### config.mk
export PLATFORM = sky130hd
export DESIGN_NAME = mem_stage_flat
export DESIGN_NICKNAME = d
export VERILOG_FILES = /design/src/rtl/mem_stage_if.sv /design/src/rtl/mem_stage.sv /design/src/flat_wrapper.sv
export SDC_FILE = /design/constraint.sdc
export NUM_CORES = 1
export LEC_CHECK = 0
export BUFFER_PORTS_ARGS = -buffer_cell sky130_fd_sc_hd__buf_2
export CAP_MARGIN = 10
export CELL_PAD_IN_SITES_DETAIL_PLACEMENT = 1
export CELL_PAD_IN_SITES_GLOBAL_PLACEMENT = 1
export CORE_AREA = 8 8 99 169
export CTS_CLUSTER_DIAMETER = 40
export CTS_CLUSTER_SIZE = 10
export DETAILED_ROUTE_END_ITERATION = 6
export DIE_AREA = 0 0 107 177
export GPL_ROUTABILITY_DRIVEN = 0
export HOLD_SLACK_MARGIN = 0.02
export MAX_ROUTING_LAYER = met4
export PLACE_DENSITY_LB_ADDON = 0.1
export SYNTH_ARGS = -nofsm -noshare
export SYNTH_HDL_FRONTEND = slang
export SYNTH_SLANG_ARGS = --single-unit
### constraint.sdc
create_clock -name clk -period 2.1 [get_ports clk]
set_clock_uncertainty 0.15 [all_clocks]
set_input_delay 0.105 -clock clk [delete_from_list [all_inputs] [get_ports clk]]
set_output_delay 0.105 -clock clk [all_outputs]
set_load 0.005 [all_outputs]
### src/rtl/mem_stage_if.sv
// Data-memory port of the MEM stage.
// Contains the request side (req/we/addr/wdata/be) and the completion side
// (ready/rdata) that the memory returns.
//
// Handshake: dmem_req is a single-cycle pulse. While it is high, addr, wdata,
// be and we describe the access. The memory answers with exactly one
// dmem_ready pulse, at least one cycle after the request. dmem_rdata is valid
// only in the ready cycle. Only one access is outstanding at any time, and a
// new request is never issued before the previous ready has been seen.
interface mem_stage_if;
   logic        dmem_req;
   logic        dmem_we;
   logic [31:0] dmem_addr;
   logic [31:0] dmem_wdata;
   logic [3:0]  dmem_be;
   logic        dmem_ready;
   logic [31:0] dmem_rdata;

   // Pipeline side: issues requests and consumes the completion.
   modport master (
      output dmem_req,
      output dmem_we,
      output dmem_addr,
      output dmem_wdata,
      output dmem_be,
      input  dmem_ready,
      input  dmem_rdata
   );

   // Memory side: accepts requests and returns the completion.
   modport slave (
      input  dmem_req,
      input  dmem_we,
      input  dmem_addr,
      input  dmem_wdata,
      input  dmem_be,
      output dmem_ready,
      output dmem_rdata
   );
endinterface

### src/rtl/mem_stage.sv
// MEM pipeline stage: issues data-memory loads and stores and stalls the
// front of the pipeline until each one completes. It also formats byte and
// halfword lanes, resolves branches and jumps into a PC redirect, and owns
// the MEM/WB register.
// Optional feature: define MEM_ALIGN_CHECK_EN to trap misaligned halfword and
// word accesses. A trapped access issues no request and produces a one-cycle
// mem_misalign pulse.
module mem_stage (
   input  logic        clk,
   input  logic        rst,
   input  logic        ex_mem_ctrl_reg_write,
   input  logic        ex_mem_ctrl_mem_to_reg,
   input  logic        ex_mem_ctrl_mem_write,
   input  logic        ex_mem_ctrl_jump,
   input  logic        ex_mem_ctrl_branch,
   input  logic [2:0]  ex_mem_ctrl_branch_type,
   input  logic [2:0]  ex_mem_ctrl_load_type,
   input  logic [1:0]  ex_mem_ctrl_store_type,
   input  logic [31:0] ex_mem_alu_out,
   input  logic [31:0] ex_mem_reg_b_data,
   input  logic [31:0] ex_mem_pc_branch,
   input  logic [31:0] ex_mem_pc_jump,
   input  logic [4:0]  ex_mem_rd,
   input  logic [5:0]  ex_mem_alu_cond,
   mem_stage_if.master dmem,
   output logic        stall_mem,
   output logic        pc_redirect,
   output logic [31:0] pc_target,
   output logic        mem_wb_ctrl_reg_write,
   output logic [4:0]  mem_wb_rd,
   output logic [31:0] mem_wb_data,
`ifdef MEM_ALIGN_CHECK_EN
   output logic        mem_misalign,
`endif
   output logic        state_dbg
);

   // Load type encodings
   localparam logic [2:0] LD_LW  = 3'd0;
   localparam logic [2:0] LD_LB  = 3'd1;
   localparam logic [2:0] LD_LBU = 3'd2;
   localparam logic [2:0] LD_LH  = 3'd3;
   localparam logic [2:0] LD_LHU = 3'd4;

   // Store type encodings (3 behaves like SW)
   localparam logic [1:0] ST_SB  = 2'd1;
   localparam logic [1:0] ST_SH  = 2'd2;

   typedef enum logic {
      S_IDLE = 1'b0,
      S_WAIT = 1'b1
   } state_t;

   state_t      state;
   logic        is_mem;
   logic        misalign;
   logic        access;
   logic        cond_taken;
   logic [7:0]  lane_byte;
   logic [15:0] lane_half;
   logic [31:0] load_val;
   logic [31:0] wb_value;

   assign is_mem = ex_mem_ctrl_mem_to_reg | ex_mem_ctrl_mem_write;

`ifdef MEM_ALIGN_CHECK_EN
   // Flag halfword accesses on odd addresses and word accesses off a word
   // boundary. Byte accesses are always aligned.
   always_comb begin
      misalign = 1'b0;
      if (ex_mem_ctrl_mem_to_reg) begin
         case (ex_mem_ctrl_load_type)
            LD_LB, LD_LBU: misalign = 1'b0;
            LD_LH, LD_LHU: misalign = ex_mem_alu_out[0];
            default:       misalign = (ex_mem_alu_out[1:0] != 2'b00);
         endcase
      end else if (ex_mem_ctrl_mem_write) begin
         case (ex_mem_ctrl_store_type)
            ST_SB:   misalign = 1'b0;
            ST_SH:   misalign = ex_mem_alu_out[0];
            default: misalign = (ex_mem_alu_out[1:0] != 2'b00);
         endcase
      end
   end
`else
   // Without the check the low address bits are simply ignored by the lane
   // logic, so no access is ever rejected.
   assign misalign = 1'b0;
`endif

   // A memory instruction that will actually reach the memory
   assign access = is_mem & ~misalign;

   // Request pulse and stall. The stall drops in the ready cycle, so the
   // frozen EX/MEM register advances exactly once per access and the
   // request is never repeated.
   always_comb begin
      dmem.dmem_req = 1'b0;
      stall_mem     = 1'b0;
      if (!rst) begin
         case (state)
            S_IDLE: begin
               dmem.dmem_req = access;
               stall_mem     = access;
            end
            S_WAIT: begin
               stall_mem     = ~dmem.dmem_ready;
            end
            default: begin
               dmem.dmem_req = 1'b0;
               stall_mem     = 1'b0;
            end
         endcase
      end
   end

   // Store lane formatting. Loads keep all byte enables set, and the memory
   // ignores wdata for them.
   always_comb begin
      dmem.dmem_wdata = ex_mem_reg_b_data;
      dmem.dmem_be    = 4'b1111;
      if (ex_mem_ctrl_mem_write) begin
         case (ex_mem_ctrl_store_type)
            ST_SB: begin
               dmem.dmem_wdata = {4{ex_mem_reg_b_data[7:0]}};
               dmem.dmem_be    = 4'b0001 << ex_mem_alu_out[1:0];
            end
            ST_SH: begin
               dmem.dmem_wdata = {2{ex_mem_reg_b_data[15:0]}};
               dmem.dmem_be    = ex_mem_alu_out[1] ? 4'b1100 : 4'b0011;
            end
            default: begin
               dmem.dmem_wdata = ex_mem_reg_b_data;
               dmem.dmem_be    = 4'b1111;
            end
         endcase
      end
   end

   assign dmem.dmem_addr = {ex_mem_alu_out[31:2], 2'b00};
   assign dmem.dmem_we   = dmem.dmem_req & ex_mem_ctrl_mem_write;

   // Little-endian lane extraction from the returned word
   always_comb begin
      case (ex_mem_alu_out[1:0])
         2'd0:    lane_byte = dmem.dmem_rdata[7:0];
         2'd1:    lane_byte = dmem.dmem_rdata[15:8];
         2'd2:    lane_byte = dmem.dmem_rdata[23:16];
         default: lane_byte = dmem.dmem_rdata[31:24];
      endcase
      lane_half = ex_mem_alu_out[1] ? dmem.dmem_rdata[31:16] : dmem.dmem_rdata[15:0];
      case (ex_mem_ctrl_load_type)
         LD_LB:   load_val = {{24{lane_byte[7]}}, lane_byte};
         LD_LBU:  load_val = {24'h000000, lane_byte};
         LD_LH:   load_val = {{16{lane_half[15]}}, lane_half};
         LD_LHU:  load_val = {16'h0000, lane_half};
         default: load_val = dmem.dmem_rdata;
      endcase
      wb_value = ex_mem_ctrl_mem_to_reg ? load_val : ex_mem_alu_out;
   end

   // Branch condition select. Types 6 and 7 never take the branch.
   always_comb begin
      case (ex_mem_ctrl_branch_type)
         3'd0:    cond_taken = ex_mem_alu_cond[0];
         3'd1:    cond_taken = ex_mem_alu_cond[1];
         3'd2:    cond_taken = ex_mem_alu_cond[2];
         3'd3:    cond_taken = ex_mem_alu_cond[3];
         3'd4:    cond_taken = ex_mem_alu_cond[4];
         3'd5:    cond_taken = ex_mem_alu_cond[5];
         default: cond_taken = 1'b0;
      endcase
      pc_redirect = ~rst & ~stall_mem &
                    (ex_mem_ctrl_jump | (ex_mem_ctrl_branch & cond_taken));
   end

   // A jump takes priority over a branch when both are set
   assign pc_target = ex_mem_ctrl_jump ? ex_mem_pc_jump : ex_mem_pc_branch;

   // Access FSM and MEM/WB register. Every stalled cycle writes a bubble.
   // Reset drops any outstanding access, and a late ready is then ignored
   // because IDLE never looks at dmem_ready.
   always_ff @(posedge clk) begin
      if (rst) begin
         state                 <= S_IDLE;
         mem_wb_ctrl_reg_write <= 1'b0;
         mem_wb_rd             <= 5'd0;
         mem_wb_data           <= 32'd0;
`ifdef MEM_ALIGN_CHECK_EN
         mem_misalign          <= 1'b0;
`endif
      end else begin
`ifdef MEM_ALIGN_CHECK_EN
         mem_misalign <= 1'b0;
`endif
         case (state)
            S_IDLE:  if (access) state <= S_WAIT;
            S_WAIT:  if (dmem.dmem_ready) state <= S_IDLE;
            default: state <= S_IDLE;
         endcase

         if (stall_mem) begin
            mem_wb_ctrl_reg_write <= 1'b0;
            mem_wb_rd             <= 5'd0;
            mem_wb_data           <= 32'd0;
         end else if (state == S_IDLE && misalign) begin
            mem_wb_ctrl_reg_write <= 1'b0;
            mem_wb_rd             <= 5'd0;
            mem_wb_data           <= 32'd0;
`ifdef MEM_ALIGN_CHECK_EN
            mem_misalign          <= 1'b1;
`endif
         end else begin
            mem_wb_ctrl_reg_write <= ex_mem_ctrl_reg_write;
            mem_wb_rd             <= ex_mem_rd;
            mem_wb_data           <= wb_value;
         end
      end
   end

   assign state_dbg = (state == S_WAIT);

endmodule

### src/flat_wrapper.sv
// flat-port wrapper written by rule: the top's interface ports become plain ports
module mem_stage_flat 
  (clk, rst, ex_mem_ctrl_reg_write, ex_mem_ctrl_mem_to_reg, ex_mem_ctrl_mem_write, ex_mem_ctrl_jump, ex_mem_ctrl_branch, ex_mem_ctrl_branch_type, ex_mem_ctrl_load_type, ex_mem_ctrl_store_type, ex_mem_alu_out, ex_mem_reg_b_data, ex_mem_pc_branch, ex_mem_pc_jump, ex_mem_rd, ex_mem_alu_cond, stall_mem, pc_redirect, pc_target, mem_wb_ctrl_reg_write, mem_wb_rd, mem_wb_data, state_dbg, dmem_dmem_req, dmem_dmem_we, dmem_dmem_addr, dmem_dmem_wdata, dmem_dmem_be, dmem_dmem_ready, dmem_dmem_rdata);
  mem_stage_if dmem_i ();
  input  logic clk;
  input  logic rst;
  input  logic ex_mem_ctrl_reg_write;
  input  logic ex_mem_ctrl_mem_to_reg;
  input  logic ex_mem_ctrl_mem_write;
  input  logic ex_mem_ctrl_jump;
  input  logic ex_mem_ctrl_branch;
  input  logic [2:0] ex_mem_ctrl_branch_type;
  input  logic [2:0] ex_mem_ctrl_load_type;
  input  logic [1:0] ex_mem_ctrl_store_type;
  input  logic [31:0] ex_mem_alu_out;
  input  logic [31:0] ex_mem_reg_b_data;
  input  logic [31:0] ex_mem_pc_branch;
  input  logic [31:0] ex_mem_pc_jump;
  input  logic [4:0] ex_mem_rd;
  input  logic [5:0] ex_mem_alu_cond;
  output logic stall_mem;
  output logic pc_redirect;
  output logic [31:0] pc_target;
  output logic mem_wb_ctrl_reg_write;
  output logic [4:0] mem_wb_rd;
  output logic [31:0] mem_wb_data;
  output logic state_dbg;
  output wire logic [$bits(dmem_i.dmem_req)-1:0] dmem_dmem_req;
  output wire logic [$bits(dmem_i.dmem_we)-1:0] dmem_dmem_we;
  output wire logic [$bits(dmem_i.dmem_addr)-1:0] dmem_dmem_addr;
  output wire logic [$bits(dmem_i.dmem_wdata)-1:0] dmem_dmem_wdata;
  output wire logic [$bits(dmem_i.dmem_be)-1:0] dmem_dmem_be;
  input wire logic [$bits(dmem_i.dmem_ready)-1:0] dmem_dmem_ready;
  input wire logic [$bits(dmem_i.dmem_rdata)-1:0] dmem_dmem_rdata;
  assign dmem_dmem_req = dmem_i.dmem_req;
  assign dmem_dmem_we = dmem_i.dmem_we;
  assign dmem_dmem_addr = dmem_i.dmem_addr;
  assign dmem_dmem_wdata = dmem_i.dmem_wdata;
  assign dmem_dmem_be = dmem_i.dmem_be;
  assign dmem_i.dmem_ready = dmem_dmem_ready;
  assign dmem_i.dmem_rdata = dmem_dmem_rdata;
  mem_stage u_core (.clk(clk), .rst(rst), .ex_mem_ctrl_reg_write(ex_mem_ctrl_reg_write), .ex_mem_ctrl_mem_to_reg(ex_mem_ctrl_mem_to_reg), .ex_mem_ctrl_mem_write(ex_mem_ctrl_mem_write), .ex_mem_ctrl_jump(ex_mem_ctrl_jump), .ex_mem_ctrl_branch(ex_mem_ctrl_branch), .ex_mem_ctrl_branch_type(ex_mem_ctrl_branch_type), .ex_mem_ctrl_load_type(ex_mem_ctrl_load_type), .ex_mem_ctrl_store_type(ex_mem_ctrl_store_type), .ex_mem_alu_out(ex_mem_alu_out), .ex_mem_reg_b_data(ex_mem_reg_b_data), .ex_mem_pc_branch(ex_mem_pc_branch), .ex_mem_pc_jump(ex_mem_pc_jump), .ex_mem_rd(ex_mem_rd), .ex_mem_alu_cond(ex_mem_alu_cond), .dmem(dmem_i), .stall_mem(stall_mem), .pc_redirect(pc_redirect), .pc_target(pc_target), .mem_wb_ctrl_reg_write(mem_wb_ctrl_reg_write), .mem_wb_rd(mem_wb_rd), .mem_wb_data(mem_wb_data), .state_dbg(state_dbg));
endmodule
# ---- Word-level counts from Yosys, hierarchy flattened
# Index checks and enable logic that the tools add are counted.
dict set report word_totals {
  elab_cells 49
  input_bits 187
  out_inout_bits 143
  register_bits 39
}
dict set report op_classes {
  n_mux 18
  n_bitwise 10
  n_shift 1
  n_eq_ne 13
  reduce_logical 3
}
# op n
set ops {}
lappend ops {{case mux 32 bit (4 select lines)} 1}
lappend ops {{two-way mux 32 bit} 3}
lappend ops {{case mux 32 bit (2 select lines)} 1}
lappend ops {{case mux 8 bit (3 select lines)} 1}
lappend ops {{two-way mux 16 bit} 1}
lappend ops {{== test 3 x 2 -> 1 bit, second input constant} 4}
lappend ops {{== test 3 bit, second input constant} 3}
lappend ops {{two-way mux 4 bit} 2}
lappend ops {{case mux 4 bit (2 select lines)} 1}
lappend ops {{== test 3 x 1 -> 1 bit, second input constant} 2}
lappend ops {{case mux 1 bit (6 select lines)} 1}
lappend ops {{two-way mux 1 bit} 5}
lappend ops {{AND 1 bit} 4}
lappend ops {{== test 2 x 1 -> 1 bit, second input constant} 2}
lappend ops {{== test 2 bit, second input constant} 2}
lappend ops {{NOT 1 bit} 4}
lappend ops {{case mux 1 bit (2 select lines)} 2}
lappend ops {{<< shifter 1 x 2 -> 4 bit, first input constant} 1}
lappend ops {{logical NOT 3 bit} 1}
lappend ops {{logical NOT 2 bit} 1}
lappend ops {{OR 1 bit} 2}
lappend ops {{OR reduction 2 bit} 1}

# ---- Depth between registers and ports, before layout
dict set report depth {
  word_depth 6
  mapped_depth 7
  ltp_nobuf 5
}

# ---- Worst setup path after synthesis
# No wires, ideal clock.
dict set report synth_path {
  path_kind {input-to-reg}
  startpoint {input port ex_mem_alu_out[1]}
  endpoint {register u_core.mem_wb_data[21]}
  path_slack_ns 0.398
  stages 6
  required_time_ns 1.816
  arrival_time_ns 1.418
  path_buffers 2
  setup_ns 0.134
  path_cell_list {buf_6 mux4_2 or2_4 a31oi_4 buf_6 a211oi_1}
}
dict set report synth_via {
  elab_chain_cells 4
  elab_cells_between_ends 7
  cone_classes {eq/ne: 2; mux: 4; reduce/logical: 1}
}
# item line
set synth_rtl {}
lappend synth_rtl {{from (decl)} flat_wrapper.sv:15} ;# input logic [31:0] ex_mem_alu_out;
lappend synth_rtl {{== test 2 bit (tied with other cells)} mem_stage.sv:145} ;# case (ex_mem_alu_out[1:0])
lappend synth_rtl {{case mux 8 bit (3 select lines)} mem_stage.sv:145}
lappend synth_rtl {{case mux 32 bit (4 select lines) *} mem_stage.sv:152} ;# case (ex_mem_ctrl_load_type)
lappend synth_rtl {{two-way mux 32 bit *} mem_stage.sv:159} ;# wb_value = ex_mem_ctrl_mem_to_reg ? load_val : ex_mem_alu_out;
lappend synth_rtl {{to (signal assigned)} mem_stage.sv:216} ;# mem_wb_data <= wb_value;
lappend synth_rtl {{to (decl)} mem_stage.sv:31} ;# output logic [31:0] mem_wb_data,
# Mark *: on every way between the ends. The rest lies on a longest branch, timed or not.
# A chain may end at the register's enable or synchronous reset.

# ---- Worst setup path in the final report
dict set report layout_path {
  startpoint {input port dmem_dmem_rdata[23]}
  endpoint {register u_core.mem_wb_data[25]}
}
dict set report layout_via {
  elab_chain_cells 3
}
# item line
set layout_rtl {}
lappend layout_rtl {{from (decl)} flat_wrapper.sv:34} ;# input wire logic [$bits(dmem_i.dmem_rdata)-1:0] dmem_dmem_rdata;
lappend layout_rtl {{case mux 8 bit (3 select lines)} mem_stage.sv:145}
lappend layout_rtl {{case mux 32 bit (4 select lines)} mem_stage.sv:152}
lappend layout_rtl {{two-way mux 32 bit} mem_stage.sv:159}
# No other way between the ends.

==> flow_summary.yaml <==
placement:
  portBuffers: 327
  detailed_place.area_mm2: 0.00493
  place_hpwl_mm: 16.7
synth:
  yosys-mux-area-fraction: 0.193
  yosys_warnings: 0
  ys_seq_elements: 39
  avgSynthCellArea_um2: 8.23
  synth_edf_count: 0
  synth_top_family_by_area: "compound AO/OA/AOI/OAI gates"
  synth.largest_area_cell: "dfxtp_1"
  synth_compound_area_frac: 0.295
  ys_seq_area_frac: 0.230
  synth_adder_area_share: 0.00738
  synth_area_mm2: 0.00339
  yosysTopAreaCellShare: 0.230
  synth_cells: 412
  synth_cell_types: 42
  netlist_top_cells_area: "dfxtp_1 23%, mux2_2 13%, buf_4 8.9%, a22o_1 6.2%, mux2i_1 5.0%"
  synth-xor-area-share: 0.00738
  synth-main-ff-cell: "dfxtp_1"
  yosys.area_share.simple: 0.123
  async_flop_share: 0
timing:
  rsz0062_at_grt: "false"
  post-route-min-period_ps: 1990
  slew_viol_final: 0
  period_share: 0.946
  max_slew_margin: 0.539
  finalSetupViolCount: 0
  finalHoldViolCount: 0
  tightest_slew_ps: 691
  setup_tns_ps: 0
  fmax_mhz: 503
final_layout:
  syn_to_final_growth_pct: 65.6
  final_area_mm2: 0.00561
  layout-drive-gt1-share: 0.539
  nFillCells: 1808
  register_area_um2: 781
  nets: 926
  insertedDiodeCount: 0
  multi_input_area_mm2: 0.00213
floorplan:
  initial_core_util: 0.233
  top_level_ports: 330
  std_cell_rows: 59
  core_mm2: 0.0145
  die_h_um: 177
  die_area_mm2: 0.0189
  die_w_um: 107
detailed_routing:
  viasPerCell: 4.91
  drc: 0
  first_pass_iters: 4
  drtAntennaViolNets: 0
  via_count: 4518
  totalWireLength_mm: 19.6
  drt_iter0_markers: 115
  routedWlPerCell_um: 21.3
setup_path:
  path_max_fanout: 15
  ff2ff_path_depth: 4
  crit_type: "in2reg"
  max_stage_delay_ps: 540
  critical_path_required_ps: 2120
  path_cells: "dlygate4sd3_1, buf_2, mux4_2, or2_4, a31oi_4, buf_6, a211oi_1"
  crit_family: "buffers and inverters"
  path_depth: 7
  worst_ep_arrival_time_ps: 2000
  startpoint_type: "input pin"
  worst-path-buf-inv: 3
  crit_slowest_cell: "dlygate4sd3_1"
  cp-end-kind: "flip-flop"
cts:
  path_clk_slew_ps: 70
  cts_buffer_depth: 2
  clock_latency_ps: 280
  post-cts-setup-buffers: 0
  clock-sinks: 39
  cts_buffers: 5
  cts_tree: "built"
  root_buffer: "clkbuf_16"
  htree_levels: 2
hold_path:
  hold_class: "in2reg"
  hold_depth: 3
grt:
  antenna_found_initial: 0
  grt_max_degree: 34
  overflow: 0
  grt_pass1_vias: 5262
  grt_pass1_wl_mm: 29.5
  grt.total_usage: 0.207
power_and_ir_drop:
  seqPwrFrac: 0.276
  vdd_ir_drop_max_v: 0.000304
  swShare: 0.301
  power_per_cell_area_mw_per_mm2: 508
  p_int_w: 0.00199
  p_leak_nw: 2.81
  clock_power_share: 0.363
  switching_power_w: 0.000859
  combPwrFrac: 0.361
flow_run:
  cap_violations: 0
run_status:
  status: "finished, final reports clean"
==> metal layers <==
layer  track usage  up-vias  wire, µm
li1              -     2126         -
met1         0.193     2144      6630
met2         0.400      230     11100
met3        0.0478       18      1430
met4        0.0661        0       418
met5             -        -         0
==> worst paths after layout <==
| kind | slack (ps) | from | to |
|---|---|---|---|
| worst min register to register | 640 | u_core.state_dbg$_SDFF_PP0_ | u_core.mem_wb_data[31]$_SDFF_PN0_ |
| worst max-delay path | 110 | dmem_dmem_rdata[23] | u_core.mem_wb_data[25]$_SDFF_PN0_ |
| worst max register to register | 340 | u_core.state_dbg$_SDFF_PP0_ | u_core.mem_wb_data[13]$_SDFF_PN0_ |
| worst min-delay path | 20 | dmem_dmem_rdata[31] | u_core.mem_wb_data[31]$_SDFF_PN0_ |
==> registers in the layout, summed over array words and instances, names as in the netlist <==
register,cells
u_core.mem_wb_rd,5
u_core.mem_wb_ctrl_reg_write,1
u_core.state_dbg,1
u_core.mem_wb_data,32
==> power by group through the flow <==
stage                     logic (W)  clock network, W  registers [W]
final                       0.00103           0.00103       0.000787
after global routing        0.00114           0.00109       0.000791
after CTS                   0.00105           0.00106       0.000788
after detailed placement   0.000974                 0       0.000805
after global placement     0.000961                 0       0.000804
after floorplan            0.000488                 0       0.000808
==> cell type report <==
cell class                      count  area share
Multi-Input combinational cell    291       0.379
Sequential cell                    39       0.139
Timing Repair Buffer              392       0.401
Inverter                            8     0.00535
Clock buffer                        5      0.0223
Clock inverter                      3      0.0127
Tap cell                          183      0.0408
==> synth_stat cells, types with 9 or more instances <==
cell type	instances
nand2_1	25
clkbuf_1	25
nor2_1	22
o21ai_0	17
mux2i_1	17
a22oi_1	15
a21oi_1	33
mux2_2	39
dfxtp_1	39
a22o_1	24
and2_1	10
a221oi_1	9
a211oi_1	15
nor2b_1	11
buf_4	40
==> tightest hold or removal path: stages <==
cell and delay [ps]:
buf_2 120, nand2_1 70, a221oi_1 100
==> cell usage in the layout, fill, tap and decap left out, types with 2 or more instances in the layout <==
cell type      instances
o21ai_1                2
nand2_1               25
inv_1                  7
o21ai_0               17
a31oi_1                8
and3b_1                2
dlygate4sd3_1         48
clkbuf_16              5
nor3_1                 2
bufinv_16              2
mux2_2                39
buf_2                327
a21oi_1               33
a22oi_1               15
a221oi_1               9
conb_1                 2
o21a_1                 2
buf_4                 16
ha_1                   2
a22o_1                24
a211oi_1              15
nand2b_1               4
o22ai_1                7
or2_4                  2
mux2i_1               17
a311oi_1               8
and3_1                 2
nor2_1                22
dfxtp_1               39
mux4_2                 2
nor2b_1               11
and2_1                10
==> repair_timing <==
item	in CTS	in global routing
hold buffers	48	0
resized for setup	0	2
endpoints found under the hold margin	30	0
setup endpoints to repair	0	3
==> kinds of logic (layout without fill, tap and decap cells) <==
kind of cell,after synthesis,after routing
compound gates,144,144
xor+xnor,2,2
fa+ha+maj,2,2
buf+inv,83,408
flops,39,39
mux,58,58
other cells,1,2
simple gates,83,83
==> through the flow <==
stage               hold WS, ps  utilization  cells  setup slack [ps]  total power [W]
detailed placement          165        0.339    865               286          0.00178
global placement            155        0.339    865               282          0.00177
global route               32.2        0.386    921              42.5          0.00302
finish                     23.3        0.386    921               112          0.00285
floorplan                  76.7            -    413               398          0.00130
CTS                        22.7        0.386    921              97.2          0.00290
(Power assumes the default switching activity.)
